**src/rtl/host_cmd_master.sv**
```systemverilog
// Host command master: turns write/read/ALU commands into UART byte frames and collects the reply bytes.
// Optional build macro HOST_CMD_TIMEOUT_EN adds a response watchdog that reports rsp_err.
module host_cmd_master #(
    parameter int DATA_WIDTH  = 8,
    parameter int ADDR_WIDTH  = 4,
    parameter int RSP_TIMEOUT = 1023
) (
    input  logic                    CLK,
    input  logic                    RST,
    input  logic                    cmd_valid,
    output logic                    cmd_ready,
    input  logic [1:0]              cmd_type,
    input  logic [ADDR_WIDTH-1:0]   cmd_addr,
    input  logic [DATA_WIDTH-1:0]   cmd_wdata,
    input  logic [DATA_WIDTH-1:0]   cmd_op_a,
    input  logic [DATA_WIDTH-1:0]   cmd_op_b,
    input  logic [3:0]              cmd_fun,
    output logic [DATA_WIDTH-1:0]   TX_P_DATA,
    output logic                    TX_D_VLD,
    input  logic                    tx_ready,
    input  logic [DATA_WIDTH-1:0]   RX_P_DATA,
    input  logic                    RX_D_VLD,
    output logic                    rsp_valid,
    output logic [2*DATA_WIDTH-1:0] rsp_data,
    output logic                    rsp_err
);

    typedef enum logic [2:0] {
        IDLE      = 3'd0,
        SEND      = 3'd1,
        WAIT_RSP0 = 3'd2,
        WAIT_RSP1 = 3'd3,
        DONE      = 3'd4
    } state_t;

    localparam logic [1:0] CMD_WR      = 2'b00;
    localparam logic [1:0] CMD_RD      = 2'b01;
    localparam logic [1:0] CMD_ALU     = 2'b10;
    localparam logic [1:0] CMD_ALU_NOP = 2'b11;

    localparam logic [DATA_WIDTH-1:0] HDR_WR      = DATA_WIDTH'(8'hAA);
    localparam logic [DATA_WIDTH-1:0] HDR_RD      = DATA_WIDTH'(8'hBB);
    localparam logic [DATA_WIDTH-1:0] HDR_ALU     = DATA_WIDTH'(8'hCC);
    localparam logic [DATA_WIDTH-1:0] HDR_ALU_NOP = DATA_WIDTH'(8'hDD);

    // Header bytes, address and function code must fit in one frame byte.
    if (DATA_WIDTH < 8 || ADDR_WIDTH > DATA_WIDTH || RSP_TIMEOUT < 2) begin : g_bad_param
        $error("host_cmd_master: unsupported parameter combination");
    end

    // Byte at position idx of the frame for command type ctype.
    function automatic logic [DATA_WIDTH-1:0] frame_byte(
        input logic [1:0]            ctype,
        input logic [1:0]            idx,
        input logic [ADDR_WIDTH-1:0] addr,
        input logic [DATA_WIDTH-1:0] wdata,
        input logic [DATA_WIDTH-1:0] op_a,
        input logic [DATA_WIDTH-1:0] op_b,
        input logic [3:0]            fun
    );
        logic [DATA_WIDTH-1:0] addr_b;
        logic [DATA_WIDTH-1:0] fun_b;
        logic [DATA_WIDTH-1:0] byte_v;
        addr_b = DATA_WIDTH'(addr);
        fun_b  = DATA_WIDTH'(fun);
        case (ctype)
            CMD_WR: begin
                case (idx)
                    2'd0:    byte_v = HDR_WR;
                    2'd1:    byte_v = addr_b;
                    default: byte_v = wdata;
                endcase
            end
            CMD_RD: begin
                case (idx)
                    2'd0:    byte_v = HDR_RD;
                    default: byte_v = addr_b;
                endcase
            end
            CMD_ALU: begin
                case (idx)
                    2'd0:    byte_v = HDR_ALU;
                    2'd1:    byte_v = op_a;
                    2'd2:    byte_v = op_b;
                    default: byte_v = fun_b;
                endcase
            end
            default: begin
                case (idx)
                    2'd0:    byte_v = HDR_ALU_NOP;
                    default: byte_v = fun_b;
                endcase
            end
        endcase
        return byte_v;
    endfunction

    // Index of the final byte in a frame of the given type.
    function automatic logic [1:0] last_idx(input logic [1:0] ctype);
        logic [1:0] li;
        case (ctype)
            CMD_WR:      li = 2'd2;
            CMD_RD:      li = 2'd1;
            CMD_ALU:     li = 2'd3;
            CMD_ALU_NOP: li = 2'd1;
            default:     li = 2'd1;
        endcase
        return li;
    endfunction

    state_t                  state_r, state_nxt_s;
    logic [1:0]              idx_r, idx_nxt_s;
    logic [1:0]              type_r;
    logic [ADDR_WIDTH-1:0]   addr_r;
    logic [DATA_WIDTH-1:0]   wdata_r, op_a_r, op_b_r;
    logic [3:0]              fun_r;
    logic                    tx_vld_r, tx_vld_nxt_s;
    logic [DATA_WIDTH-1:0]   tx_data_r, tx_data_nxt_s;
    logic                    rsp_valid_r, rsp_valid_nxt_s;
    logic [2*DATA_WIDTH-1:0] rsp_data_r, rsp_data_nxt_s;
    logic                    rsp_err_r, rsp_err_nxt_s;
    logic                    cmd_load_s;
    logic                    timeout_s;

`ifdef HOST_CMD_TIMEOUT_EN
    localparam int CNT_W = $clog2(RSP_TIMEOUT + 1);

    logic [CNT_W-1:0] to_cnt_r, to_cnt_nxt_s;
    logic             in_wait_s;

    // Watchdog: restarts on every reply byte, counts idle cycles while waiting.
    always_comb begin
        in_wait_s    = (state_r == WAIT_RSP0) || (state_r == WAIT_RSP1);
        to_cnt_nxt_s = {CNT_W{1'b0}};
        timeout_s    = 1'b0;
        if (in_wait_s && !RX_D_VLD) begin
            to_cnt_nxt_s = to_cnt_r + CNT_W'(1);
            timeout_s    = (to_cnt_r == CNT_W'(RSP_TIMEOUT - 1));
        end else begin
            to_cnt_nxt_s = {CNT_W{1'b0}};
            timeout_s    = 1'b0;
        end
    end

    // Watchdog counter register.
    always_ff @(posedge CLK or negedge RST) begin
        if (!RST) begin
            to_cnt_r <= {CNT_W{1'b0}};
        end else begin
            to_cnt_r <= to_cnt_nxt_s;
        end
    end
`else
    assign timeout_s = 1'b0;
`endif

    // Next-state and next-output logic; outputs are registered below.
    always_comb begin
        state_nxt_s     = state_r;
        idx_nxt_s       = idx_r;
        tx_vld_nxt_s    = tx_vld_r;
        tx_data_nxt_s   = tx_data_r;
        rsp_valid_nxt_s = 1'b0;
        rsp_data_nxt_s  = rsp_data_r;
        rsp_err_nxt_s   = rsp_err_r;
        cmd_load_s      = 1'b0;
        case (state_r)
            IDLE: begin
                tx_vld_nxt_s = 1'b0;
                if (cmd_valid) begin
                    cmd_load_s     = 1'b1;
                    state_nxt_s    = SEND;
                    idx_nxt_s      = 2'd0;
                    tx_vld_nxt_s   = 1'b1;
                    tx_data_nxt_s  = frame_byte(cmd_type, 2'd0, cmd_addr, cmd_wdata,
                                                cmd_op_a, cmd_op_b, cmd_fun);
                    rsp_data_nxt_s = {(2*DATA_WIDTH){1'b0}};
                    rsp_err_nxt_s  = 1'b0;
                end else begin
                    state_nxt_s = IDLE;
                end
            end
            SEND: begin
                if (tx_vld_r && tx_ready) begin
                    if (idx_r == last_idx(type_r)) begin
                        tx_vld_nxt_s = 1'b0;
                        idx_nxt_s    = 2'd0;
                        case (type_r)
                            CMD_WR:  state_nxt_s = DONE;
                            CMD_RD:  state_nxt_s = WAIT_RSP1;
                            default: state_nxt_s = WAIT_RSP0;
                        endcase
                    end else begin
                        idx_nxt_s     = idx_r + 2'd1;
                        tx_data_nxt_s = frame_byte(type_r, idx_r + 2'd1, addr_r, wdata_r,
                                                   op_a_r, op_b_r, fun_r);
                    end
                end else begin
                    state_nxt_s = SEND;
                end
            end
            WAIT_RSP0: begin
                if (RX_D_VLD) begin
                    rsp_data_nxt_s[DATA_WIDTH-1:0] = RX_P_DATA;
                    state_nxt_s                    = WAIT_RSP1;
                end else if (timeout_s) begin
                    rsp_err_nxt_s = 1'b1;
                    state_nxt_s   = DONE;
                end else begin
                    state_nxt_s = WAIT_RSP0;
                end
            end
            WAIT_RSP1: begin
                if (RX_D_VLD) begin
                    // ALU replies fill the high byte second; read replies have only a low byte.
                    if (type_r[1]) begin
                        rsp_data_nxt_s[2*DATA_WIDTH-1:DATA_WIDTH] = RX_P_DATA;
                    end else begin
                        rsp_data_nxt_s[DATA_WIDTH-1:0] = RX_P_DATA;
                    end
                    state_nxt_s = DONE;
                end else if (timeout_s) begin
                    rsp_err_nxt_s = 1'b1;
                    state_nxt_s   = DONE;
                end else begin
                    state_nxt_s = WAIT_RSP1;
                end
            end
            DONE: begin
                rsp_valid_nxt_s = 1'b1;
                state_nxt_s     = IDLE;
            end
            default: begin
                state_nxt_s  = IDLE;
                tx_vld_nxt_s = 1'b0;
                idx_nxt_s    = 2'd0;
            end
        endcase
    end

    // FSM state and registered outputs.
    always_ff @(posedge CLK or negedge RST) begin
        if (!RST) begin
            state_r     <= IDLE;
            idx_r       <= 2'd0;
            tx_vld_r    <= 1'b0;
            tx_data_r   <= {DATA_WIDTH{1'b0}};
            rsp_valid_r <= 1'b0;
            rsp_data_r  <= {(2*DATA_WIDTH){1'b0}};
            rsp_err_r   <= 1'b0;
        end else begin
            state_r     <= state_nxt_s;
            idx_r       <= idx_nxt_s;
            tx_vld_r    <= tx_vld_nxt_s;
            tx_data_r   <= tx_data_nxt_s;
            rsp_valid_r <= rsp_valid_nxt_s;
            rsp_data_r  <= rsp_data_nxt_s;
            rsp_err_r   <= rsp_err_nxt_s;
        end
    end

    // Command fields captured once on acceptance.
    always_ff @(posedge CLK or negedge RST) begin
        if (!RST) begin
            type_r  <= 2'b00;
            addr_r  <= {ADDR_WIDTH{1'b0}};
            wdata_r <= {DATA_WIDTH{1'b0}};
            op_a_r  <= {DATA_WIDTH{1'b0}};
            op_b_r  <= {DATA_WIDTH{1'b0}};
            fun_r   <= 4'h0;
        end else if (cmd_load_s) begin
            type_r  <= cmd_type;
            addr_r  <= cmd_addr;
            wdata_r <= cmd_wdata;
            op_a_r  <= cmd_op_a;
            op_b_r  <= cmd_op_b;
            fun_r   <= cmd_fun;
        end
    end

    assign cmd_ready = (state_r == IDLE);
    assign TX_P_DATA = tx_data_r;
    assign TX_D_VLD  = tx_vld_r;
    assign rsp_valid = rsp_valid_r;
    assign rsp_data  = rsp_data_r;
    assign rsp_err   = rsp_err_r;

endmodule

```
**config.mk**
```make
export PLATFORM = sky130hd
export DESIGN_NAME = host_cmd_master
export DESIGN_NICKNAME = d
export VERILOG_FILES = /design/src/rtl/host_cmd_master.sv
export SDC_FILE = /design/constraint.sdc
export NUM_CORES = 1
export LEC_CHECK = 0
export CAP_MARGIN = 20
export CORE_MARGIN = 3
export CORE_UTILIZATION = 50
export CTS_CLUSTER_DIAMETER = 40
export CTS_CLUSTER_SIZE = 16
export DETAILED_ROUTE_END_ITERATION = 7
export DONT_BUFFER_PORTS = 1
export PLACE_DENSITY = 0.69
export SLEW_MARGIN = 20
export SYNTH_ARGS = -nofsm -noshare
export SYNTH_HDL_FRONTEND = slang
export SYNTH_SLANG_ARGS = --single-unit
```
**constraint.sdc**
```tcl
create_clock -name CLK -period 4.9 [get_ports CLK]
set_input_delay 0.245 -clock CLK [delete_from_list [all_inputs] [get_ports CLK]]
set_output_delay 0.245 -clock CLK [all_outputs]
set_load 0.01 [all_outputs]
```
==> flow_summary.json, run 1 <==
{
  "setup_ws_ns": 2.56,
  "post_cts_resized": 0,
  "io_pins": 75,
  "worst_ep_arrival_time_ns": 2.58,
  "stdcell_count": 381,
  "drt-pass1-iter-count": 4,
  "r2r_end": "op_a_r[5]",
  "holdPathEnd": "fun_r[1]",
  "clockBufferDepth": 2,
  "crit_type": "flop to flop",
  "syn_avg_cell_area_sq_um": 10.6,
  "cts-root-buf": "clkbuf_8",
  "clk_pin_slew_ns": 0.08,
  "power_leakage_nw": 1.49,
  "syn2layout_area_growth_pct": 9.02,
  "post_cts_buffers": 0,
  "clock_skew_ns": 0.0110,
  "antenna_found_initial": 0,
  "setup-violations-final": 0,
  "dp_slack_ns": 2.59,
  "max_slew_margin_pct": 35.9,
  "cp-start-kind": "flop",
  "cts_tree": "done",
  "drv_cap": 0,
  "yosysMostFrequentCell": "dfrtp_1",
  "cts_sinks": 65,
  "maxSlewViolCount": 0,
  "cts_buffers": 9,
  "postRouteAntennaNets": 0,
  "drt-total-wl_um": 7270,
  "start_util_pct": 53.3,
  "whs_ns": 0.0105,
  "rr_worst_depth": 4,
  "wl_met3_um": 617,
  "drcViolationCount": 0,
  "viasPerCell": 5.86,
  "ys_top_cells_by_count": "dfrtp_1, mux2_2, o21ai_0",
  "yosys_most_used_dff": "dfrtp_1",
  "cp_max_fo": 24,
  "ys_ff_latch": 65,
  "die_h_um": 86.6,
  "synth_top_area_cell": "dfrtp_1",
  "grt.overflow.total": 0,
  "syn-cell-area_sq_um": 3250,
  "r2r_start": "state_r[0]",
  "post_drt_wl_per_cell_um": 19.1,
  "finalCritPeriodShare_pct": 47.8,
  "cts_hold_buf": 3,
  "grt_pass1_wl_um": 11600,
  "chipWidth_um": 86.6,
  "vias": 2232,
  "drive_gt1_share_pct": 20.6,
  "placedCellCount": 362,
  "n_antenna_cell": 0,
  "htreeDepth": 3,
  "top_layer": "met4",
  "synth_top_cell_area_share_pct": 50.1,
  "ys_seq_area_share_pct": 50.1,
  "route.met2.wl_um": 3170,
  "finish.utilization_pct": 58.1,
  "worstMarginPinSlew_ns": 0.962,
  "portBuffers": 0,
  "vdd_drop_max_mv": 0.372,
  "worstHoldStart": "cmd_fun[1]",
  "min_period_ns": 2.34,
  "design.core.area_sq_um": 6100,
  "fmax_mhz": 427,
  "finalSetupTns_ns": 0,
  "drt_iter0_drc": 221,
  "synth_enable_flop_cells": 0,
  "power_density_nw_per_um2": 736,
  "rsz0062_at_grt": "false",
  "die-area_sq_um": 7500,
  "reg2reg_slack_ns": 2.56,
  "hpwl_um": 5110,
  "rows": 28,
  "yosys.cell_types.count": 51,
  "status": "finished clean",
  "synthTopCellsByArea": "dfrtp_1, mux2_2, o21ai_0",
  "syn_nets": 358,
  "gp_congestion": 0.896,
  "hp-class": "input port to flop",
  "first_global_vias": 2206,
  "grt_max_degree": 66,
  "cp.required_ns": 5.14,
  "endpoint_kind": "flop",
  "met1_length_um": 3380,
  "yosys_warnings": 0,
  "finalHoldViolCount": 0,
  "globalRouteTotalUtil_pct": 20.6,
  "fin_nets": 352,
  "synthArstFlopShare_pct": 100,
  "syn_inst": 307,
  "holdPathStages": 2,
  "insertion_delay_ns": 0.36
}
stage by stage:
stage / total power [W] / instance area, sq um
floorplan: 0.00181 / 3250
global placement: 0.00198 / 3240
detailed placement: 0.00201 / 3240
CTS: 0.00260 / 3540
global route: 0.00278 / 3540
finish: 0.00260 / 3540
critical path: stages, from the launching register on:
cell,delay (ns)
dfrtp_1,0.56
nand2b_1,0.31
nor3_4,0.53
buf_4,0.42
mux2_2,0.39
logic make-up (layout without fill, tap and decap cells):
family | count (synthesis) | after routing | share of synthesized area (%)
adder cells (fa/ha/maj) | 4 | 4 | 1.54
other | 1 | 1 | 0.115
AND/OR/NAND/NOR | 76 | 76 | 12.3
multiplexers | 36 | 36 | 12.9
buffers and inverters | 45 | 44 | 6.44
XOR/XNOR | 2 | 2 | 0.771
flip-flops | 65 | 65 | 50.1
AO/OA/AOI/OAI | 78 | 78 | 15.8
cell usage in the layout (no fill, tap or decap), types with 9 or more instances in the layout:
cell	n
nor3_1	9
mux2_2	32
clkbuf_8	10
o21ai_0	29
nand3_1	20
nand2_1	21
a21oi_1	13
dfrtp_1	65
inv_1	24
cell type report:
class	instances	area (sq um)
inverter	24	90.1
timing repair buffer	4	55.1
fill	510	2560
clock inverter	6	115
multi-input combinational	197	1420
clock buffer	10	138
sequential	65	1630
tap	75	93.8
state kept, by name, summed over array words and instances (netlist names):
register / flops
TX_D_VLD: 1
TX_P_DATA: 8
addr_r: 4
fun_r: 4
idx_r: 2
op_a_r: 8
op_b_r: 8
rsp_data: 16
rsp_valid: 1
state_r: 3
type_r: 2
wdata_r: 8
worst max-delay path by stage:
stage / startpoint / to / slack (ns) / cells after the start
after floorplan: idx_r[0] / TX_P_DATA[0] / 3.00 / 8
after global placement: state_r[0] / op_a_r[3] / 2.62 / 4
after detailed placement: state_r[0] / addr_r[3] / 2.59 / 4
after CTS: state_r[0] / op_a_r[5] / 2.56 / 4
after global routing: state_r[0] / op_a_r[5] / 2.42 / 4
final: state_r[0] / op_a_r[5] / 2.56 / 4
layer usage:
metal  GRT usage, %  vias to the layer above
li1               -                     1077
met1           29.1                     1067
met2           28.6                       78
met3           8.27                       10
met4           7.65                        0
met5              0                        -
where the power goes:
part | switching [W] | internal [W]
registers | 0.000288 | 0.000779
logic | 0.000509 | 0.000457
clock network | 0.000219 | 0.000353
No activity file was read; power rests on OpenSTA's default activity.
==> run 2: changes to the inputs <==
==> constraint.sdc (replaced) <==
create_clock -name CLK -period 2.39 [get_ports CLK]
set_input_delay 0.1195 -clock CLK [delete_from_list [all_inputs] [get_ports CLK]]
set_output_delay 0.1195 -clock CLK [all_outputs]
set_load 0.01 [all_outputs]
==> flow_summary.json, run 2 (synthesized netlist as in run 1, its figures left out) <==
{
  "endpoint_kind": "flop",
  "finalSetupTns_ns": 0,
  "cp.required_ns": 2.62,
  "cp-start-kind": "flop",
  "chipWidth_um": 86.6,
  "largest_reg_flops": 16,
  "hp-class": "input port to flop",
  "p_comb_share_pct": 40.1,
  "rr_worst_depth": 7,
  "cts_buffers": 9,
  "io_pins": 75,
  "antenna_found_initial": 0,
  "insertion_delay_ns": 0.34,
  "design.core.area_sq_um": 6100,
  "cts_tree": "done",
  "start_util_pct": 53.3,
  "worstMarginPinSlew_ns": 0.626,
  "finalHoldViolCount": 0,
  "vdd_drop_max_mv": 0.765,
  "p_sw_w": 0.00213,
  "hpwl_um": 5090,
  "first_global_vias": 2584,
  "whs_ns": 0.0348,
  "viasPerCell": 5.96,
  "postRouteAntennaNets": 0,
  "gp_congestion": 0.887,
  "fmax_mhz": 450,
  "grt_max_degree": 66,
  "portBuffers": 0,
  "final_cell_area_sq_um": 4000,
  "post_drt_wl_per_cell_um": 18.2,
  "die_h_um": 86.6,
  "max_slew_margin_pct": 58.3,
  "p_sw_share_pct": 38.9,
  "clock_skew_ns": 0.00734,
  "final_common_cell": "dfrtp_1",
  "grt.overflow.total": 0,
  "grt_pass1_wl_um": 13200,
  "rows": 28,
  "die-area_sq_um": 7500,
  "reg2reg_slack_ns": 0.17,
  "r2r_end": "TX_P_DATA[1]",
  "clk_pin_slew_ns": 0.07,
  "syn2layout_area_growth_pct": 23.2,
  "status": "finished clean",
  "setup-violations-final": 0,
  "rsz0062_at_grt": "false",
  "globalRouteTotalUtil_pct": 22.8,
  "drt_iter0_drc": 273,
  "min_period_ns": 2.22,
  "mostFrequentLayoutCells": "dfrtp_1, dlygate4sd3_1, mux2_2",
  "holdPathStages": 3,
  "fin_nets": 401,
  "cp_max_fo": 14,
  "power_density_nw_per_um2": 1370,
  "p_int_w": 0.00334,
  "finalCritPeriodShare_pct": 92.9,
  "crit_type": "flop to flop",
  "vias": 2562,
  "n_antenna_cell": 0,
  "clock_power_share_pct": 20.5,
  "htreeDepth": 3,
  "cts_sinks": 65,
  "finalPower_w": 0.00546,
  "drt-pass1-iter-count": 5,
  "dpl_cell_area_sq_um": 3290,
  "drcViolationCount": 0,
  "drt-total-wl_um": 7810,
  "post_cts_resized": 0,
  "clockBufferDepth": 2,
  "drive_gt1_share_pct": 19.4,
  "critPathCapture": "TX_P_DATA[1]",
  "r2r_start": "idx_r[1]",
  "cts-root-buf": "clkbuf_8",
  "post_cts_buffers": 0,
  "seqPwrFrac_pct": 39.4,
  "worst_ep_arrival_time_ns": 2.45,
  "drv_cap": 0,
  "crit_start": "idx_r[1]",
  "maxSlewViolCount": 0,
  "power_leakage_nw": 1.69
}
==> run 2: cell count changes in the layout (fill, tap and decap cells not counted), sizes merged <==
cell / before / now
clkbuf: 10 / 9
buf: 2 / 9
clkinvlp: 1 / 2
dlygate4sd3: 2 / 44
==> run 2: layer usage <==
metal / vias up / global-route usage [%] / share of wire, %
met4: 0 / 7.65 / 2.3
met2: 133 / 34.5 / 47
met5: - / 0 / 0
li1: 1178 / - / -
met1: 1228 / 31.9 / 43
met3: 23 / 6.37 / 8.5
==> run 2: power by group through the flow <==
| stage | Clock, W | Combinational [W] | Sequential, W |
|---|---|---|---|
| after detailed placement | 0 | 0.00205 | 0.00215 |
| after global routing | 0.00118 | 0.00245 | 0.00222 |
| after floorplan | 0 | 0.00177 | 0.00194 |
| after CTS | 0.00114 | 0.00216 | 0.00214 |
| final | 0.00112 | 0.00219 | 0.00215 |
| after global placement | 0 | 0.00199 | 0.00215 |
==> run 2: critical path, cell delays in order, from the launching register on <==
cell and delay, ns:
dfrtp_1 0.46, inv_1 0.15, ha_1 0.48, a211o_1 0.30
nand3_1 0.09, a21oi_1 0.09, a311o_1 0.29, mux2_2 0.26
==> run 2: worst min path at each step <==
stage	from	endpoint	slack, ns
final	RX_D_VLD	state_r[1]	0.03
after floorplan	RST	TX_D_VLD	-0.18
after global routing	RX_D_VLD	state_r[1]	0.05
after detailed placement	RST	fun_r[3]	-0.17
after CTS	RX_D_VLD	state_r[1]	0.02
after global placement	RST	fun_r[3]	-0.17
==> run 2: timing repair <==
item / in CTS / in global routing
endpoints found under the setup margin: 0 / 0
hold buffers: 45 / 0
hold endpoints to repair: 116 / 0
==> run 2: metrics by stage <==
stage,util (%),setup WS (ns),cells
3_5_place_dp,53.9,0.269,369
5_1_grt,65.6,0.0188,430
3_3_place_gp,53.9,0.335,369
4_1_cts,65.6,0.214,430
6_report,65.6,0.169,430
2_1_floorplan,-,0.486,307
==> run 2: cell type report <==
class                           instances  area [sq um]
Clock inverter                          7           119
Sequential cell                        65          1630
Fill cell                             496          2100
Clock buffer                            9           124
Multi-Input combinational cell        197          1420
Timing Repair Buffer                   53           528
Inverter                               24          90.1
Tap cell                               75          93.8
==> run 3: changes to the inputs <==
--- a/config.mk
+++ b/config.mk
@@ -13,6 +13,7 @@
 export DETAILED_ROUTE_END_ITERATION = 7
 export DONT_BUFFER_PORTS = 1
 export PLACE_DENSITY = 0.69
+export RECOVER_POWER = 50
 export SLEW_MARGIN = 20
 export SYNTH_ARGS = -nofsm -noshare
 export SYNTH_HDL_FRONTEND = slang
==> flow_summary.json, run 3 (synthesized netlist as in run 1, its figures left out) <==
{
  "mostFrequentLayoutCells": "dfrtp_1, dlygate4sd3_1, mux2_2",
  "crit_start": "idx_r[1]",
  "rsz0062_at_grt": "false",
  "cts_tree": "done",
  "vdd_drop_max_mv": 0.764,
  "hpwl_um": 5090,
  "cts-root-buf": "clkbuf_8",
  "setup-violations-final": 0,
  "cts_sinks": 65,
  "drt_iter0_drc": 249,
  "chipWidth_um": 86.6,
  "min_period_ns": 2.23,
  "globalRouteTotalUtil_pct": 22.8,
  "final_common_cell": "dfrtp_1",
  "drt-total-wl_um": 7830,
  "post_cts_resized": 0,
  "cp-start-kind": "flop",
  "final_cell_area_sq_um": 3980,
  "r2r_start": "idx_r[1]",
  "postRouteAntennaNets": 0,
  "worstMarginPinSlew_ns": 1.56,
  "insertion_delay_ns": 0.34,
  "grt_pass1_wl_um": 13200,
  "start_util_pct": 53.3,
  "viasPerCell": 5.93,
  "endpoint_kind": "flop",
  "portBuffers": 0,
  "antenna_found_initial": 0,
  "crit_chain": "inv_1 > ha_1 > a211o_1 > nand3_1 > a21oi_1 > a311o_1 > mux2_2",
  "critPathBufInv": 1,
  "cts_buffers": 9,
  "die-area_sq_um": 7500,
  "hp-class": "input port to flop",
  "finalCritPeriodShare_pct": 93.2,
  "clockBufferDepth": 2,
  "grt_max_degree": 66,
  "status": "finished with violations",
  "design.core.area_sq_um": 6100,
  "rows": 28,
  "dpl_cell_area_sq_um": 3290,
  "cp_max_fo": 14,
  "crit_type": "flop to flop",
  "first_global_vias": 2584,
  "drcViolationCount": 0,
  "vias": 2549,
  "gp_congestion": 0.887,
  "power_density_nw_per_um2": 1370,
  "clock_skew_ns": 0.00729,
  "finalPower_w": 0.00546,
  "die_h_um": 86.6,
  "clk_pin_slew_ns": 0.07,
  "slowest_delay_ns": 0.48,
  "htreeDepth": 3,
  "grt.overflow.total": 0,
  "drt-pass1-iter-count": 5,
  "power_leakage_nw": 1.68,
  "worstHoldStart": "RX_D_VLD",
  "maxSlewViolCount": 66,
  "violations": "capacitance limit, slew limit",
  "max_slew_margin_pct": -4.30,
  "io_pins": 75,
  "finish.utilization_pct": 65.2,
  "slowest_stage": "ha_1",
  "post_drt_wl_per_cell_um": 18.2,
  "worst_ep_arrival_time_ns": 2.46,
  "drv_cap": 1,
  "path_delay_family": "compound AO/OA/AOI/OAI gates",
  "fin_nets": 401,
  "syn2layout_area_growth_pct": 22.5,
  "fmax_mhz": 449,
  "n_antenna_cell": 0,
  "cp.required_ns": 2.62,
  "drive_gt1_share_pct": 19.4,
  "largest_reg_flops": 16,
  "finalSetupTns_ns": 0,
  "finalHoldViolCount": 0
}
[run 3: changes by cell type in the layout (fill, tap and decap cells not counted)]
| cell | delta |
|---|---|
| buf_16 | -1 |
| clkbuf_2 | +1 |
[run 3: power by group]
part	leakage [nW]	internal [W]	total, W	switching (W)
clock	0.115	0.000692	0.00112	0.000430
sequential	0.808	0.00160	0.00215	0.000553
combinational	0.757	0.00104	0.00219	0.00115
[run 3: layout make-up]
cell class	instances	area, sq um
Timing Repair Buffer	53	505
Fill cell	499	2120
Multi-Input combinational cell	197	1420
Clock inverter	7	119
Sequential cell	65	1630
Tap cell	75	93.8
Inverter	24	90.1
Clock buffer	9	124
[run 3: worst paths after layout]
kind	endpoint	slack (ns)	cells past startpoint
setup reg to reg	TX_P_DATA[1]	0.16	7
min in group asynchronous	wdata_r[2]	0.80	2
hold / removal	state_r[1]	0.04	3
max in group asynchronous	wdata_r[5]	0.65	2
setup / recovery	TX_P_DATA[1]	0.16	7
hold reg to reg	op_a_r[3]	0.51	1
[run 3: per-stage QoR]
| stage | std cells | setup WS (ns) | hold slack [ns] |
|---|---|---|---|
| after floorplan | 307 | 0.486 | -0.176 |
| after global routing | 430 | 0.0188 | 0.0538 |
| after detailed placement | 369 | 0.269 | -0.174 |
| after CTS | 430 | 0.214 | 0.0165 |
| final | 430 | 0.162 | 0.0358 |
| after global placement | 369 | 0.335 | -0.174 |
[run 3: what timing repair did]
| item | in CTS | in global routing |
|---|---|---|
| buffers inserted | 0 | 0 |
| hold buffers | 45 | 0 |
| endpoints found under the hold margin | 116 | 0 |
[run 3: layer usage]
metal	track usage, %	share of wire [%]	routed length, um
met1	31.9	43	3400
met2	34.5	47	3650
met3	6.37	7.9	619
met4	7.65	2.0	159
met5	0	0	0
[run 3: worst reg2reg max path, delay by kind of cell, from the launching register on]
| family | cells | cell delay, ns |
|---|---|---|
| flip-flops | 1 | 0.46 |
| adder cells (fa/ha/maj) | 1 | 0.48 |
| AO/OA/AOI/OAI | 3 | 0.68 |
| multiplexers | 1 | 0.26 |
| buffers and inverters | 1 | 0.15 |
| AND/OR/NAND/NOR | 1 | 0.09 |
